### src/rtl/console_arbiter_pkg.sv
// Shared constants and RX handshake state encoding for the console arbiter.
package console_arbiter_pkg;

    localparam int unsigned DEFAULT_DEPTH = 4;
    localparam int unsigned DATA_W        = 8;

    typedef enum logic {
        RX_IDLE = 1'b0,
        RX_ACK  = 1'b1
    } rx_state_e;

endpackage

### src/rtl/console_fifo.sv
// Registered output FIFO: head byte and flags are flops, so a push is visible one cycle later.
module console_fifo
    import console_arbiter_pkg::*;
#(
    parameter int unsigned DEPTH = DEFAULT_DEPTH
) (
    input  logic              clk,
    input  logic              rst_n,
    input  logic              push_i,
    input  logic [DATA_W-1:0] push_data_i,
    input  logic              pop_i,
    output logic [DATA_W-1:0] head_o,
    output logic              valid_o,
    output logic              full_o
);

    localparam int unsigned AW = $clog2(DEPTH);
    localparam int unsigned CW = AW + 1;

    logic [DATA_W-1:0] mem_q [DEPTH];
    logic [AW-1:0]     wr_ptr_q, wr_ptr_d;
    logic [AW-1:0]     rd_ptr_q, rd_ptr_d;
    logic [AW-1:0]     rd_next;
    logic [CW-1:0]     count_q, count_d;
    logic [DATA_W-1:0] head_q, head_d;
    logic              valid_q, valid_d;
    logic              full_q, full_d;
    logic              push_ok, pop_ok;

    assign push_ok = push_i & ~full_q;
    assign pop_ok  = pop_i & valid_q;
    assign rd_next = rd_ptr_q + AW'(1);

    // Next head is the pushed byte when it lands at the read position, otherwise the following entry.
    always_comb begin
        wr_ptr_d = wr_ptr_q;
        rd_ptr_d = rd_ptr_q;
        count_d  = count_q + CW'(push_ok) - CW'(pop_ok);
        head_d   = head_q;
        if (push_ok) begin
            wr_ptr_d = wr_ptr_q + AW'(1);
        end
        if (pop_ok) begin
            rd_ptr_d = rd_next;
        end
        if (push_ok && ((count_q == CW'(0)) || ((count_q == CW'(1)) && pop_ok))) begin
            head_d = push_data_i;
        end else if (pop_ok) begin
            head_d = mem_q[rd_next];
        end
        valid_d = (count_d != CW'(0));
        full_d  = (count_d == CW'(DEPTH));
    end

    always_ff @(posedge clk) begin
        if (push_ok) begin
            mem_q[wr_ptr_q] <= push_data_i;
        end
    end

    always_ff @(posedge clk or negedge rst_n) begin
        if (!rst_n) begin
            wr_ptr_q <= '0;
            rd_ptr_q <= '0;
            count_q  <= '0;
            head_q   <= '0;
            valid_q  <= 1'b0;
            full_q   <= 1'b0;
        end else begin
            wr_ptr_q <= wr_ptr_d;
            rd_ptr_q <= rd_ptr_d;
            count_q  <= count_d;
            head_q   <= head_d;
            valid_q  <= valid_d;
            full_q   <= full_d;
        end
    end

    assign head_o  = head_q;
    assign valid_o = valid_q;
    assign full_o  = full_q;

endmodule

### src/rtl/console_arbiter.sv
// Two-requester console output arbiter with a 4-phase console input capture register.
module console_arbiter
    import console_arbiter_pkg::*;
#(
    parameter int unsigned DEPTH = DEFAULT_DEPTH
) (
    input  logic              clk,
    input  logic              rst_n,
    input  logic              wr0_valid_i,
    input  logic [DATA_W-1:0] wr0_data_i,
    output logic              wr0_ready_o,
    input  logic              wr1_valid_i,
    input  logic [DATA_W-1:0] wr1_data_i,
    output logic              wr1_ready_o,
    output logic [DATA_W-1:0] console_out_o,
    output logic              console_out_valid_o,
    input  logic              console_out_ready_i,
    input  logic [DATA_W-1:0] console_in_i,
    input  logic              console_in_valid_i,
    output logic              console_in_ack_o,
    output logic [DATA_W-1:0] rx_data_o,
    output logic              rx_full_o,
    input  logic              rx_rd_i
);

    logic              fifo_full;
    logic              fifo_push;
    logic [DATA_W-1:0] fifo_data;
    logic              fifo_pop;
    logic              grant0, grant1;
    logic              last_q, last_d;

    // On a tie the requester that did not get the previous accepted push wins.
    assign grant0 = wr0_valid_i & (~wr1_valid_i | last_q);
    assign grant1 = wr1_valid_i & (~wr0_valid_i | ~last_q);

    assign wr0_ready_o = rst_n & grant0 & ~fifo_full;
    assign wr1_ready_o = rst_n & grant1 & ~fifo_full;

    assign fifo_push = (wr0_valid_i & wr0_ready_o) | (wr1_valid_i & wr1_ready_o);
    assign fifo_data = wr1_ready_o ? wr1_data_i : wr0_data_i;
    assign fifo_pop  = console_out_valid_o & console_out_ready_i;
    assign last_d    = fifo_push ? wr1_ready_o : last_q;

    always_ff @(posedge clk or negedge rst_n) begin
        if (!rst_n) begin
            last_q <= 1'b1;
        end else begin
            last_q <= last_d;
        end
    end

    console_fifo #(
        .DEPTH (DEPTH)
    ) u_fifo (
        .clk         (clk),
        .rst_n       (rst_n),
        .push_i      (fifo_push),
        .push_data_i (fifo_data),
        .pop_i       (fifo_pop),
        .head_o      (console_out_o),
        .valid_o     (console_out_valid_o),
        .full_o      (fifo_full)
    );

    rx_state_e         state_q, state_d;
    logic [DATA_W-1:0] rx_data_q, rx_data_d;
    logic              rx_full_q, rx_full_d;
    logic              ack_q, ack_d;

    // Capture only into an empty holding register; a full one back-pressures the console.
    always_comb begin
        state_d   = state_q;
        rx_data_d = rx_data_q;
        rx_full_d = rx_full_q;
        ack_d     = 1'b0;
        if (rx_rd_i && rx_full_q) begin
            rx_full_d = 1'b0;
        end
        case (state_q)
            RX_IDLE: begin
                if (console_in_valid_i && !rx_full_q) begin
                    state_d   = RX_ACK;
                    rx_data_d = console_in_i;
                    rx_full_d = 1'b1;
                end
            end
            RX_ACK: begin
                if (!console_in_valid_i) begin
                    state_d = RX_IDLE;
                end
            end
        endcase
        ack_d = (state_d == RX_ACK);
    end

    always_ff @(posedge clk or negedge rst_n) begin
        if (!rst_n) begin
            state_q   <= RX_IDLE;
            rx_data_q <= '0;
            rx_full_q <= 1'b0;
            ack_q     <= 1'b0;
        end else begin
            state_q   <= state_d;
            rx_data_q <= rx_data_d;
            rx_full_q <= rx_full_d;
            ack_q     <= ack_d;
        end
    end

    assign console_in_ack_o = ack_q;
    assign rx_data_o        = rx_data_q;
    assign rx_full_o        = rx_full_q;

endmodule

### config.mk
export PLATFORM = sky130hd
export DESIGN_NAME = console_arbiter
export DESIGN_NICKNAME = d
export VERILOG_FILES = /design/src/rtl/console_arbiter_pkg.sv /design/src/rtl/console_fifo.sv /design/src/rtl/console_arbiter.sv
export SDC_FILE = /design/constraint.sdc
export NUM_CORES = 1
export LEC_CHECK = 0
export CAP_MARGIN = 20
export CORE_MARGIN = 4
export CORE_UTILIZATION = 40
export DETAILED_ROUTE_END_ITERATION = 10
export SETUP_SLACK_MARGIN = 0.4
export SYNTH_ARGS = -nofsm -noshare
export SYNTH_HDL_FRONTEND = slang
export SYNTH_SLANG_ARGS = --single-unit
export TNS_END_PERCENT = 1
### constraint.sdc
create_clock -name clk -period 2.5 [get_ports clk]
set_clock_uncertainty 0.15 [all_clocks]
set_input_delay 0.25 -clock clk [delete_from_list [all_inputs] [get_ports clk]]
set_output_delay 0.25 -clock clk [all_outputs]
set_load 0.02 [all_outputs]
* Word-level counts from Yosys, hierarchy flattened
Memory sizes are Yosys's and may differ from the RTL's. Index checks and enable logic that the tools add are counted.
Storage, ports and cells: RAM bits 32, output and inout bits 21, word-level logic and storage cells 57, flip-flop bits (word level) 28, memories kept 1
Memories:
- u_fifo.mem_q | words 4, width 8, read ports 1, clocked after memory_dff 0, write ports 1, RTL line console_fifo.sv:20 | logic [DATA_W-1:0] mem_q [DEPTH];
Cells by class: eq/ne operators 2, reduce and logical (&&, ||, !) cells 10, $add $sub $neg 4, bitwise operators 19, muxes and demuxes 11
Operator list (count):
- 8-bit two-way mux | 3
- 1-bit AND | 11
- 1-bit two-way mux | 7
- 1-bit NOT | 5
- 2-bit by 1-bit adder with 2-bit output (second input constant) | 2
- 1-bit logical AND | 4
- 3-bit by 1-bit adder with 3-bit output | 1
- 3-bit by 1-bit == test with 1-bit output (second input constant) | 1
- 3-bit == test (second input constant) | 1
- 3-bit zero test | 1
- 1-bit OR | 3
- 3-bit nonzero test | 1
- 3-bit by 1-bit subtractor with 3-bit output | 1
- 1-bit case mux with 2 select lines | 1
- 2-bit AND reduction | 1
- 2-bit nonzero test | 1
- 1-bit zero test | 1
- 1-bit logical OR | 1

* Logic depth before layout (Yosys ltp)
depth after elaboration 11, gate-level depth with buffers 9

* Modules after synthesis
Synthesis repeated with hierarchy kept, for this count alone.
Unflattened totals: cells, all modules 155, area, all modules 2613.8 sq um
Modules (own cells, without submodules):
- console_fifo | area an instance 2013.2 sq um, instances 1, cells an instance 111
- console_arbiter | area an instance 600.6 sq um, instances 1, cells an instance 44

* Least setup slack after synthesis
No wires, ideal clock.
kind register to register, start reg u_fifo.valid_q, in the netlist u_fifo.valid_o, end reg u_fifo.valid_q, in the netlist u_fifo.valid_o, path buffers 2, cell stages (with the launch flop) 10, arrival 2.083 ns, required time 2.221 ns, setup time 0.129 ns, setup slack 0.138 ns, cell sequence dfrtp_1 -> buf_6 -> and2_2 -> buf_2 -> ha_1 -> inv_1 -> ha_1 -> fa_1 -> xnor2_1 -> nand2_1
On the way: word-level cells in the longest chain between the ends 4
Ends and longest elaborated chain:
- start: declaration | RTL line console_fifo.sv:26 | logic valid_q, valid_d;
- start signal: assignment | RTL line console_fifo.sv:74 | valid_q <= valid_d;
- 1-bit AND | RTL line console_arbiter.sv:42 | assign fifo_pop = console_out_valid_o & console_out_ready_i;
- 1-bit AND * | RTL line console_fifo.sv:31 | assign pop_ok = pop_i & valid_q;
- named net u_fifo.pop_ok | RTL line console_fifo.sv:28 | logic push_ok, pop_ok;
- 3-bit by 1-bit subtractor with 3-bit output * | RTL line console_fifo.sv:38 | count_d = count_q + CW'(push_ok) - CW'(pop_ok);
- 3-bit nonzero test * | RTL line console_fifo.sv:51 | valid_d = (count_d != CW'(0));
- named net u_fifo.valid_d | RTL line console_fifo.sv:26
Mark *: on every way through the listed nets, which the timed path passes. The rest lies on a longest branch. A chain may end at the register's enable or synchronous reset.

* Worst setup path after layout
start in rst_n, end mem u_fifo.mem_q[0][7] (data pin)
On the way: word-level cells in the longest chain between the ends 3
Ends and longest elaborated chain:
- start: declaration | RTL line console_arbiter.sv:8 | input logic rst_n,
- 1-bit AND (2 in a row) | RTL line console_arbiter.sv:38 | assign wr1_ready_o = rst_n & grant1 & ~fifo_full;
- 8-bit two-way mux | RTL line console_arbiter.sv:41 | assign fifo_data = wr1_ready_o ? wr1_data_i : wr0_data_i;
- named net fifo_data[7] | RTL line console_arbiter.sv:28 | logic [DATA_W-1:0] fifo_data;
- end: declaration | RTL line console_fifo.sv:20
The timed path passes the listed nets, and every way through them passes these cells.

==> key figures <==
Clocking
  • Clk buf depth: 2
  • Clock transition at path regs: 0.07 ns
  • Post_cts resized: 2
  • Setup Buffers After CTS: 0
  • CTS Sinks: 60
  • Worst-Skew Late Latency: 0.34 ns
  • CTS tree: yes
  • Cts bufs inserted: 9
  • Post-CTS Hold Buffers: 0
  • Clock root buffer: clkbuf_8
  • H-tree depth: 3

Yosys
  • Most common cell in the netlist: edfxtp_1
  • Post-synth top area share: 35.5%
  • Area contributors post-synth: edfxtp_1 (35%), dfrtp_1 (25%), mux4_2 (6.7%)
  • Post-Syn Area per Cell: 13.8 um2
  • Synth warn: 0
  • Synth Instances: 196
  • Synth Register Bits: 60
  • Top post-synthesis cells by count: edfxtp_1 (32), dfrtp_1 (27), nand2_1 (21)
  • Mapped cell area: 2710 um2
  • Synth async-reset ratio: 46.7%
  • Post-synth EDFFs: 32
  • Post-synthesis sequential area ratio: 61.4%
  • Top_reg_cell synth: edfxtp_1
  • Post-Syn Nets: 234
  • Synth area leader: edfxtp_1
  • Synth unique cells: 34

Power
  • P per Cell Area: 1050 nW/um2
  • Logic pwr share: 38.2%
  • Pleak: 0.00140 uW
  • Clock Power Share: 19.7%
  • Int Pwr: 2410 uW
  • Maximum VDD drop: 0.406 mV
  • Switching Fraction: 34.9%
  • Flop pwr share: 42.1%
  • Switching pwr: 1290 uW

STA
  • Final setup viols: 0
  • Unrepaired setup endpoints after global routing: yes
  • Final Hold Viols: 0
  • Fmax: 470 MHz
  • Final worst setup slack: 0.374 ns
  • Setup TNS: 0 ns
  • Min Tclk post-route: 2.13 ns
  • Max-slew violations: 0
  • Worst-margin pin slew: 0.636 ns
  • Tcrit/Tclk final: 85.0%
  • Rel. slew slack: 57.6%

Critical path
  • Top cell family by delay on the critical path: buffers and inverters
  • Crit. End Element: flip-flop
  • Req. time, crit path: 2.42 ns
  • Critical path peak fanout: 9
  • Worst path max stage delay: 0.51 ns
  • Critical path's slowest cell: clkdlybuf4s50_1
  • CP arrival: 2.04 ns
  • Top cell by count, worst path: buf_4
  • Worst Setup Path Type: input port to flip-flop
  • WP buf/inv: 3
  • Critical path, cell by cell: clkdlybuf4s50_1 -> buf_4 -> buf_4 -> nand3b_1 -> o21ai_0 -> nand2_1
  • Startpoint Class: input port

Drt
  • WL/cell: 19.2 um
  • Vias post-DR: 1907
  • DRT Wirelength: 6540 um
  • Detailed Route Iter0 Violations: 153
  • DRC Markers: 0
  • Router iterations before antenna repair: 4
  • DRT antenna net count: 0
  • Via density: 5.59

Final layout
  • Final net count: 297
  • P&R area growth vs syn: 30.6%
  • # fillers: 572
  • Layout cells sized above 1: 20.5%
  • Diode count: 0

Global routing
  • GR peak layer: met2
  • GRT met2 Usage: 26.8%
  • Global-route wire length before repair: 10700 um
  • Met1 layer usage reported by global route: 23.5%
  • Global routing usage on met3: 3.75%
  • Grt total ovfl: 0
  • Vias in the first global route: 2029
  • Largest net degree at the start of global routing: 15
  • Initial antenna violation count: 0
  • Total global-route track usage: 17.5%

Placed design
  • Pre-CTS WS: 0.112 ns
  • RD Place Congestion: 0.801
  • Port-buffer cells: 51
  • DP HPWL: 4610 um

Floorplan
  • Initial Util: 41.9%
  • Die W: 90.3 um
  • Die height: 90.3 um
  • I/O pins: 52
  • Row count: 29
  • Core footprint: 6460 um2
  • Die area: 8150 um2

Status
  • Status: finished, final reports clean

Hold path
  • Hold crit path type: input port to async pin

Job
  • Max-cap violations: 0
-- per-layer routing --
metal	up-vias	part of all wire, %
met3	12	4.0
met2	52	49
li1	860	-
met5	-	0
met1	983	45
met4	0	2.2
-- state kept, by name, indices dropped and copies added, names as in the netlist --
register / cells
u_fifo.full_o: 1
u_fifo.wr_ptr_q: 2
rx_full_o: 1
u_fifo.valid_o: 1
rx_data_o: 8
last_q: 1
u_fifo.head_o: 8
u_fifo.mem_q: 32
console_in_ack_o: 1
u_fifo.rd_ptr_q: 2
u_fifo.count_q: 3
-- final timing paths --
kind | startpoint | endpoint | slack [ns] | cells past startpoint
max | rst_n | u_fifo.mem_q[0][7] | 0.37 | 6
min | rst_n | u_fifo.head_o[4] | 0.11 | 2
max reg2reg | u_fifo.valid_o | u_fifo.full_o | 0.46 | 7
min reg2reg | rx_data_o[4] | rx_data_o[4] | 0.36 | 1
max in group asynchronous | rst_n | last_q | 1.68 | 3
min in group clk | console_in_valid_i | console_in_ack_o | 0.36 | 2
-- power by group through the flow --
stage / clock [uW] / combinational, uW / sequential (uW)
5_1_grt: 788 / 1540 / 1600
3_3_place_gp: 0 / 1410 / 1580
3_5_place_dp: 0 / 1420 / 1580
2_1_floorplan: 0 / 863 / 1590
4_1_cts: 744 / 1430 / 1560
6_report: 729 / 1420 / 1560
-- cells in the final DEF, fill, tap and decap left out, types with 2 or more instances in the layout --
cell             instances
clkdlybuf4s50_1         49
edfxtp_1                32
dfrtp_1                 26
nand2_1                 21
buf_4                   13
inv_1                   10
nand3_1                  9
o21ai_0                  9
a21boi_0                 9
clkbuf_8                 9
mux2_2                   8
a41oi_1                  8
mux4_2                   8
a32oi_1                  8
and3_1                   4
ha_1                     4
clkinv_2                 4
xnor2_1                  3
nor2_1                   3
and2_1                   2
a21oi_1                  2
ha_4                     2
clkbuf_1                 2
-- metrics by stage --
step / hold slack, ns / cell area (um2) / util, % / cells / total power (uW)
global placement: 0.344 / 3370 / 52.2 / 325 / 2980
finish: 0.115 / 3540 / 54.8 / 341 / 3700
global route: 0.137 / 3540 / 54.8 / 341 / 3940
floorplan: -0.196 / 2750 / - / 196 / 2460
detailed placement: 0.350 / 3370 / 52.2 / 325 / 3000
CTS: 0.104 / 3530 / 54.7 / 341 / 3730
-- layout make-up --
cell class                      instances  area, um2  share of cell area [%]
Tap cell                               77       96.3                    2.72
Timing Repair Buffer                   64        609                    17.2
Inverter                               11       41.3                    1.17
Multi-Input combinational cell        113        966                    27.3
Sequential cell                        60       1660                    47.0
Clock buffer                           11        131                    3.71
Clock inverter                          5       28.8                   0.814
-- cell families (layout without fill, tap and decap cells) --
logic type	count (synthesis)	in the layout	share of synthesized area, %
flops	60	60	61.4
simple gates	47	47	8.78
compound gates	38	38	10.4
mux	16	16	9.98
fa+ha+maj	7	7	3.51
buf+inv	23	91	4.34
xor+xnor	5	5	1.62
(Power assumes the default switching activity.)
